===== config.mk =====
export PLATFORM = sky130hd
export DESIGN_NAME = control_unit_mc_flat
export DESIGN_NICKNAME = d
export VERILOG_FILES = /design/src/rtl/control_unit_mc_if.sv /design/src/rtl/control_unit_mc.sv /design/src/flat_wrapper.sv
export SDC_FILE = /design/constraint.sdc
export NUM_CORES = 1
export LEC_CHECK = 0
export CAP_MARGIN = 20
export CORE_MARGIN = 10
export CORE_UTILIZATION = 30
export CTS_CLUSTER_SIZE = 12
export DETAILED_ROUTE_END_ITERATION = 12
export HOLD_SLACK_MARGIN = 0.1
export PLACE_DENSITY_LB_ADDON = 0.1
export SLEW_MARGIN = 20
export SYNTH_ARGS = -nofsm -noshare
export SYNTH_HDL_FRONTEND = slang
export SYNTH_SLANG_ARGS = --single-unit
export TNS_END_PERCENT = 100

===== constraint.sdc =====
create_clock -name clk -period 3.1 [get_ports clk]
set_clock_uncertainty 0.05 [all_clocks]
set_input_delay 0.93 -clock clk [delete_from_list [all_inputs] [get_ports clk]]
set_output_delay 0.93 -clock clk [all_outputs]
set_load 0.01 [all_outputs]

===== src/rtl/control_unit_mc_if.sv =====
// Bundles the instruction fields, memory/stall handshake and datapath controls
// that pass between the multi-cycle control unit and its surroundings.
interface control_unit_mc_if;
  logic [6:0] opcode;
  logic [2:0] funct3;
  logic [6:0] funct7;
  logic       flags;
  logic       mem_ready;
  logic       stall;

  logic       pc_we;
  logic       ir_we;
  logic       iord;
  logic       mem_r;
  logic       mem_w;
  logic       reg_w;
  logic       alu_s;
  logic [1:0] data_s;
  logic [4:0] alu_op;
  logic [1:0] pc_src;
  logic       trap;
  logic [3:0] trap_cause;
  logic       instr_done;
  logic [2:0] state;

  modport master (
    output opcode, funct3, funct7, flags, mem_ready, stall,
    input  pc_we, ir_we, iord, mem_r, mem_w, reg_w, alu_s, data_s, alu_op,
           pc_src, trap, trap_cause, instr_done, state
  );

  modport slave (
    input  opcode, funct3, funct7, flags, mem_ready, stall,
    output pc_we, ir_we, iord, mem_r, mem_w, reg_w, alu_s, data_s, alu_op,
           pc_src, trap, trap_cause, instr_done, state
  );
endinterface


===== src/rtl/control_unit_mc.sv =====
// Multi-cycle RV32I(M) control unit: FETCH/DECODE/EXEC/MEM/WB/TRAP sequencer
// with memory-ready handshake, access timeouts, illegal/ECALL traps and stall.
module control_unit_mc #(
  parameter int MEM_TIMEOUT = 15,
  parameter bit MUL_EN      = 1'b1,
  parameter int MUL_CYCLES  = 4
) (
  input logic              clk,
  input logic              rst,
  control_unit_mc_if.slave bus
);

  localparam logic [6:0] OPC_OP     = 7'b0110011;
  localparam logic [6:0] OPC_OPIMM  = 7'b0010011;
  localparam logic [6:0] OPC_LOAD   = 7'b0000011;
  localparam logic [6:0] OPC_STORE  = 7'b0100011;
  localparam logic [6:0] OPC_BRANCH = 7'b1100011;
  localparam logic [6:0] OPC_JAL    = 7'b1101111;
  localparam logic [6:0] OPC_JALR   = 7'b1100111;
  localparam logic [6:0] OPC_LUI    = 7'b0110111;
  localparam logic [6:0] OPC_AUIPC  = 7'b0010111;
  localparam logic [6:0] OPC_SYSTEM = 7'b1110011;

  localparam logic [7:0] WAIT_LAST = 8'(MEM_TIMEOUT - 1);
  localparam logic [5:0] MUL_LAST  = 6'(MUL_CYCLES - 1);

  typedef enum logic [2:0] {
    FETCH  = 3'd0,
    DECODE = 3'd1,
    EXEC   = 3'd2,
    MEM    = 3'd3,
    WB     = 3'd4,
    TRAP   = 3'd5
  } state_t;

  state_t     state_q, state_d;
  logic [7:0] waitCnt_q, waitCnt_d;
  logic [5:0] mulCnt_q, mulCnt_d;
  logic [3:0] cause_q, cause_d;

  logic isOp, isOpImm, isLoad, isStore, isBranch, isJal, isJalr, isLui, isAuipc;
  logic isEcall, isMul, opLegal, illegal, altBit;
  logic [4:0] instrAluOp;
  logic       instrAluS;

  logic pcWe, irWe, iord, memR, memW, regW, aluS, trap, done;
  logic [1:0] dataS, pcSrc;
  logic [4:0] aluOp;
  logic       timedOut;

  assign isOp     = (bus.opcode == OPC_OP);
  assign isOpImm  = (bus.opcode == OPC_OPIMM);
  assign isLoad   = (bus.opcode == OPC_LOAD);
  assign isStore  = (bus.opcode == OPC_STORE);
  assign isBranch = (bus.opcode == OPC_BRANCH);
  assign isJal    = (bus.opcode == OPC_JAL);
  assign isJalr   = (bus.opcode == OPC_JALR);
  assign isLui    = (bus.opcode == OPC_LUI);
  assign isAuipc  = (bus.opcode == OPC_AUIPC);
  assign isEcall  = (bus.opcode == OPC_SYSTEM) && (bus.funct3 == 3'b000);
  assign isMul    = isOp && (bus.funct7 == 7'b0000001);

  assign opLegal = (bus.funct7 == 7'b0000000)
                 || ((bus.funct7 == 7'b0100000) && ((bus.funct3 == 3'b000) || (bus.funct3 == 3'b101)))
                 || (isMul && MUL_EN);
  assign illegal = !((isOp && opLegal) || isOpImm || isLoad || isStore || isBranch
                     || isJal || isJalr || isLui || isAuipc || isEcall);

  assign altBit = (isOp && bus.funct7[5])
                || (isOpImm && (bus.funct3 == 3'b101) && bus.funct7[5]);

  // ALU controls are held from EXEC through MEM/WB so the address and result stay stable.
  always_comb begin
    instrAluOp = 5'b00000;
    instrAluS  = 1'b0;
    if (isMul) begin
      instrAluOp = {2'b11, bus.funct3};
    end else if (isOp) begin
      instrAluOp = {1'b0, altBit, bus.funct3};
    end else if (isOpImm) begin
      instrAluOp = {1'b0, altBit, bus.funct3};
      instrAluS  = 1'b1;
    end else if (isLoad || isStore || isAuipc) begin
      instrAluS  = 1'b1;
    end else if (isBranch) begin
      instrAluOp = {2'b10, bus.funct3};
    end
  end

  assign timedOut = (waitCnt_q == WAIT_LAST);

  always_comb begin
    state_d   = state_q;
    waitCnt_d = waitCnt_q;
    mulCnt_d  = mulCnt_q;
    cause_d   = cause_q;
    pcWe  = 1'b0;
    irWe  = 1'b0;
    iord  = 1'b0;
    memR  = 1'b0;
    memW  = 1'b0;
    regW  = 1'b0;
    aluS  = 1'b0;
    dataS = 2'b00;
    aluOp = 5'b00000;
    pcSrc = 2'b00;
    trap  = 1'b0;
    done  = 1'b0;

    case (state_q)
      FETCH: begin
        memR = 1'b1;
        if (bus.mem_ready) begin
          irWe    = 1'b1;
          state_d = DECODE;
        end else if (timedOut) begin
          state_d = TRAP;
          cause_d = 4'd1;
        end else begin
          waitCnt_d = waitCnt_q + 8'd1;
        end
      end
      DECODE: begin
        if (illegal) begin
          state_d = TRAP;
          cause_d = 4'd2;
        end else if (isEcall) begin
          state_d = TRAP;
          cause_d = 4'd11;
        end else begin
          state_d = EXEC;
        end
      end
      EXEC: begin
        aluOp = instrAluOp;
        aluS  = instrAluS;
        if (isMul) begin
          if (mulCnt_q == MUL_LAST) state_d = WB;
          else                      mulCnt_d = mulCnt_q + 6'd1;
        end else if (isLoad || isStore) begin
          state_d = MEM;
        end else if (isBranch) begin
          pcWe    = 1'b1;
          pcSrc   = {1'b0, bus.flags};
          done    = 1'b1;
          state_d = FETCH;
        end else if (isJal || isJalr) begin
          regW    = 1'b1;
          dataS   = 2'b10;
          pcWe    = 1'b1;
          pcSrc   = isJal ? 2'b01 : 2'b10;
          done    = 1'b1;
          state_d = FETCH;
        end else begin
          state_d = WB;
        end
      end
      MEM: begin
        iord  = 1'b1;
        aluOp = instrAluOp;
        aluS  = instrAluS;
        memR  = isLoad;
        memW  = isStore;
        if (bus.mem_ready) begin
          if (isStore) begin
            pcWe    = 1'b1;
            done    = 1'b1;
            state_d = FETCH;
          end else begin
            state_d = WB;
          end
        end else if (timedOut) begin
          state_d = TRAP;
          cause_d = isStore ? 4'd7 : 4'd5;
        end else begin
          waitCnt_d = waitCnt_q + 8'd1;
        end
      end
      WB: begin
        aluOp   = instrAluOp;
        aluS    = instrAluS;
        regW    = 1'b1;
        dataS   = isLoad ? 2'b01 : (isLui ? 2'b11 : 2'b00);
        pcWe    = 1'b1;
        done    = 1'b1;
        state_d = FETCH;
      end
      TRAP: begin
        trap    = 1'b1;
        pcWe    = 1'b1;
        pcSrc   = 2'b11;
        state_d = FETCH;
      end
      default: state_d = FETCH;
    endcase

    if (state_d != state_q) begin
      waitCnt_d = 8'd0;
      mulCnt_d  = 6'd0;
    end

    // A stall freezes all sequencing and suppresses every side effect, but keeps the read address up.
    if (bus.stall) begin
      state_d   = state_q;
      waitCnt_d = waitCnt_q;
      mulCnt_d  = mulCnt_q;
      cause_d   = cause_q;
      pcWe = 1'b0;
      irWe = 1'b0;
      regW = 1'b0;
      memW = 1'b0;
      trap = 1'b0;
      done = 1'b0;
    end
  end

  always_ff @(posedge clk or negedge rst) begin
    if (!rst) begin
      state_q   <= FETCH;
      waitCnt_q <= 8'd0;
      mulCnt_q  <= 6'd0;
      cause_q   <= 4'd0;
    end else begin
      state_q   <= state_d;
      waitCnt_q <= waitCnt_d;
      mulCnt_q  <= mulCnt_d;
      cause_q   <= cause_d;
    end
  end

  // Gating with rst kills every enable the instant reset asserts, independent of the clock.
  assign bus.pc_we      = rst & pcWe;
  assign bus.ir_we      = rst & irWe;
  assign bus.iord       = rst & iord;
  assign bus.mem_r      = rst & memR;
  assign bus.mem_w      = rst & memW;
  assign bus.reg_w      = rst & regW;
  assign bus.alu_s      = rst & aluS;
  assign bus.data_s     = rst ? dataS : 2'b00;
  assign bus.alu_op     = rst ? aluOp : 5'b00000;
  assign bus.pc_src     = rst ? pcSrc : 2'b00;
  assign bus.trap       = rst & trap;
  assign bus.trap_cause = rst ? cause_q : 4'd0;
  assign bus.instr_done = rst & done;
  assign bus.state      = rst ? state_q : FETCH;

endmodule


===== src/flat_wrapper.sv =====
// flat-port wrapper written by rule: the top's interface ports become plain ports
module control_unit_mc_flat 
#(
  parameter int MEM_TIMEOUT = 15,
  parameter bit MUL_EN      = 1'b1,
  parameter int MUL_CYCLES  = 4
)
  (clk, rst, bus_opcode, bus_funct3, bus_funct7, bus_flags, bus_mem_ready, bus_stall, bus_pc_we, bus_ir_we, bus_iord, bus_mem_r, bus_mem_w, bus_reg_w, bus_alu_s, bus_data_s, bus_alu_op, bus_pc_src, bus_trap, bus_trap_cause, bus_instr_done, bus_state);
  control_unit_mc_if bus_i ();
  input logic clk;
  input logic rst;
  input wire logic [$bits(bus_i.opcode)-1:0] bus_opcode;
  input wire logic [$bits(bus_i.funct3)-1:0] bus_funct3;
  input wire logic [$bits(bus_i.funct7)-1:0] bus_funct7;
  input wire logic [$bits(bus_i.flags)-1:0] bus_flags;
  input wire logic [$bits(bus_i.mem_ready)-1:0] bus_mem_ready;
  input wire logic [$bits(bus_i.stall)-1:0] bus_stall;
  output wire logic [$bits(bus_i.pc_we)-1:0] bus_pc_we;
  output wire logic [$bits(bus_i.ir_we)-1:0] bus_ir_we;
  output wire logic [$bits(bus_i.iord)-1:0] bus_iord;
  output wire logic [$bits(bus_i.mem_r)-1:0] bus_mem_r;
  output wire logic [$bits(bus_i.mem_w)-1:0] bus_mem_w;
  output wire logic [$bits(bus_i.reg_w)-1:0] bus_reg_w;
  output wire logic [$bits(bus_i.alu_s)-1:0] bus_alu_s;
  output wire logic [$bits(bus_i.data_s)-1:0] bus_data_s;
  output wire logic [$bits(bus_i.alu_op)-1:0] bus_alu_op;
  output wire logic [$bits(bus_i.pc_src)-1:0] bus_pc_src;
  output wire logic [$bits(bus_i.trap)-1:0] bus_trap;
  output wire logic [$bits(bus_i.trap_cause)-1:0] bus_trap_cause;
  output wire logic [$bits(bus_i.instr_done)-1:0] bus_instr_done;
  output wire logic [$bits(bus_i.state)-1:0] bus_state;
  assign bus_i.opcode = bus_opcode;
  assign bus_i.funct3 = bus_funct3;
  assign bus_i.funct7 = bus_funct7;
  assign bus_i.flags = bus_flags;
  assign bus_i.mem_ready = bus_mem_ready;
  assign bus_i.stall = bus_stall;
  assign bus_pc_we = bus_i.pc_we;
  assign bus_ir_we = bus_i.ir_we;
  assign bus_iord = bus_i.iord;
  assign bus_mem_r = bus_i.mem_r;
  assign bus_mem_w = bus_i.mem_w;
  assign bus_reg_w = bus_i.reg_w;
  assign bus_alu_s = bus_i.alu_s;
  assign bus_data_s = bus_i.data_s;
  assign bus_alu_op = bus_i.alu_op;
  assign bus_pc_src = bus_i.pc_src;
  assign bus_trap = bus_i.trap;
  assign bus_trap_cause = bus_i.trap_cause;
  assign bus_instr_done = bus_i.instr_done;
  assign bus_state = bus_i.state;
  control_unit_mc #(.MEM_TIMEOUT(MEM_TIMEOUT), .MUL_EN(MUL_EN), .MUL_CYCLES(MUL_CYCLES)) u_core (.clk(clk), .rst(rst), .bus(bus_i));
endmodule

==> results.md <==
* Commonest non-fill, non-tap cells in the layout: buf_4, dfrtp_1, nor2_1
* # diodes at 0
* Multi-input logic area at 1360 um^2
* Post-Route WL at 6600 um
* Wire length of the first global-routing pass at 10800 um
* Syn avg cell area at 7.96 um^2
* Tcrit/Tclk final at 99.8%
* Full die area at 9760 um^2
* Clock sinks at 21
* Final hold vios at 0
* Layout cells sized above 1 at 43.7%
* Layout Nets at 383
* Die Width at 98.8 um
* Drt first pass iters at 4
* Yosys reg bits at 21
* Final Max Slew Viols at 0
* Total global-route track usage at 13.0%
* Asr flop ratio synth at 100%
* Register Area at 526 um^2
* Gate Count Post-Synth at 234
* Delay of the slowest critical-path stage at 0.20 ns
* Setup TNS at 0 ns
* Pin count of the biggest net entering global routing at 20
* Crit-path cells: buf_6 -> nand3b_1 -> nor2b_2 -> nand4_1 -> buf_4 -> o21a_1 -> nor2_1 -> buf_2
* Die Ht at 98.8 um
* TritonCTS clock tree: done
* Min Tclk post-route at 3.09 ns
* Register area share after synthesis at 28.2%
* Ys Warns at 0
* Clk pin slew, worst setup/hold paths at 0.08 ns
* CTS buffer count at 3
* Status: completed
* Total Power at 1.23 mW
* # rows at 28
* Crit path kind: primary input to primary output
* Critical path required time at 2.12 ns
* Antenna Nets Post-Route at 0
* # DRC at 0
* Commonest non-fill, non-tap cell in the layout: buf_4
* Crit Path Max Fanout at 3
* Top_reg_cell synth: dfrtp_1
* H-tree levels at 1
* HPWL after detailed placement at 5060 um
* Total number of vias at 2198
* GP Congestion at 0.872
* Post-synth EDFFs at 0
* Initial DRC Count at 113
* GRT overflow at 0
* Final setup fails at 0
* Worst path slowest cell: nand3b_1
* Critical Path Start Type: primary input
* Initial Utilization at 31.1%
* Synth-to-layout area growth at 66.0%
* Library cells used by synthesis at 58
* Vias per inst at 5.09
* Crit-path leading delay family: simple AND/OR/NAND/NOR gates
* Crit. End Element: primary output
* Leakage at 1.39 nW
* Hold-fix buffer count after cts at 0
* Synth Cell Area at 1860 um^2
* Achievable Freq at 0.323 GHz
* Maximum vdd drop at 0.286 mV
* # Max-Cap Violations at 0
* Core ar. at 5990 um^2
* RSZ-0062 raised after global routing: true
* Clk_lat worst skew at 0.26 ns
* Nets in the synthesized netlist at 259
* Crit path arrival time at 2.11 ns
* Fill count at 595
* Count of boundary I/O pins at 47
* IO Port Bufs at 46
* Min-delay worst type: flop to flop
* WP buf/inv at 3
* Routed wire per std cell at 15.3 um
* Number of global-route vias before repair at 2130
* Headroom to the max-slew limit at 63.3%
* Least-Margin Pin Slew at 0.546 ns
* Power density cells at 398 nW/um^2
* Initial antenna violation count at 0
* Max clock buf depth at 2
* Root buffer cell: clkbuf_8
synthesized netlist by cell type (all sizes together), types with 3 or more instances:
master,count,area (um^2)
or2,4,25.0
xor2,6,52.6
and2,8,50.1
nor2b,7,43.8
o22ai,3,25.0
a21oi,21,143
xnor2,4,35.0
buf,5,40.0
ha,3,37.5
nor3,10,50.1
nand3,8,40.0
a22oi,3,22.5
inv,10,37.5
clkbuf,5,18.8
o21a,4,30.0
nor2,23,86.3
nand2,19,71.3
nand4,7,43.8
nand2b,4,25.0
dfrtp,21,526
o21ai,16,83.8
nor4,8,71.3
or3,4,25.0
layout make-up:
type | count | share of cell area [%]
clock buffer | 4 | 1.46
inverter | 11 | 1.46
multi-input combinational | 192 | 44.1
sequential | 21 | 17.0
tap | 75 | 3.03
timing repair buffer | 129 | 33.0
timing repair:
| item | in CTS | in global routing |
|---|---|---|
| buffers inserted | 22 | 1 |
| gates resized for setup | 131 | 33 |
| pin swaps | 22 | 20 |
| setup endpoints to repair | 25 | 30 |
| hold endpoints to repair | 0 | 0 |
worst reg2reg max path, cell delays in order (launching register included):
cell	delay [ns]
dfrtp_1	0.44
inv_1	0.08
ha_1	0.15
and4b_1	0.26
nand2_1	0.07
maj3_1	0.34
or2_2	0.32
a21oi_1	0.24
o32a_1	0.19
path summary, 6_finish.rpt:
| kind | end | startpoint | cells after the start | slack (ns) |
|---|---|---|---|---|
| max reg2reg | u_core.cause_q[1] | u_core.waitCnt_q[0] | 8 | 0.89 |
| max | bus_pc_src[0] | bus_opcode[4] | 8 | 0.007 |
| max in group asynchronous | u_core.state_q[0] | rst | 4 | 1.80 |
| min in group asynchronous | u_core.cause_q[0] | rst | 3 | 0.78 |
| min reg2reg | u_core.cause_q[1] | u_core.cause_q[1] | 1 | 0.45 |
| min | u_core.cause_q[1] | u_core.cause_q[1] | 1 | 0.45 |
through the flow:
step / hold WS [ns] / utilization (%) / setup slack (ns) / instances / instance area (um^2)
after floorplan: 0.412 / - / 0.0441 / 234 / 1870
after global placement: 0.439 / 47.3 / -0.882 / 407 / 2830
after detailed placement: 0.441 / 47.3 / -0.941 / 407 / 2830
after CTS: 0.459 / 50.4 / -0.110 / 433 / 3020
after global routing: 0.488 / 51.6 / -0.146 / 432 / 3090
final: 0.453 / 51.6 / 0.00743 / 432 / 3090
logic make-up after synthesis:
kind of cell / count (synthesis) / synth area share [%]
AO/OA/AOI/OAI: 63 / 23.8
multiplexers: 1 / 0.604
adder cells (fa/ha/maj): 4 / 2.55
buffers and inverters: 21 / 5.37
AND/OR/NAND/NOR: 114 / 34.7
flip-flops: 21 / 28.2
XOR/XNOR: 10 / 4.70
layer usage:
metal | up-vias | global-route usage, % | share of wire (%)
li1 | 1101 | - | -
met1 | 1067 | 16.7 | 46
met2 | 28 | 22.1 | 50
met3 | 2 | 3.00 | 3.9
met4 | 0 | 1.10 | 0.21
met5 | - | 0 | 0
registers in the layout, indices dropped and copies added, names as in the netlist:
signal and count:
u_core.cause_q 4, u_core.mulCnt_q 6, u_core.state_q 3, u_core.waitCnt_q 8
power breakdown:
group / internal, mW / switching (mW)
Combinational: 0.320 / 0.366
Clock: 0.0916 / 0.0895
Sequential: 0.313 / 0.0504
Total: 0.725 / 0.506
Power figures use the tool's default switching activity.
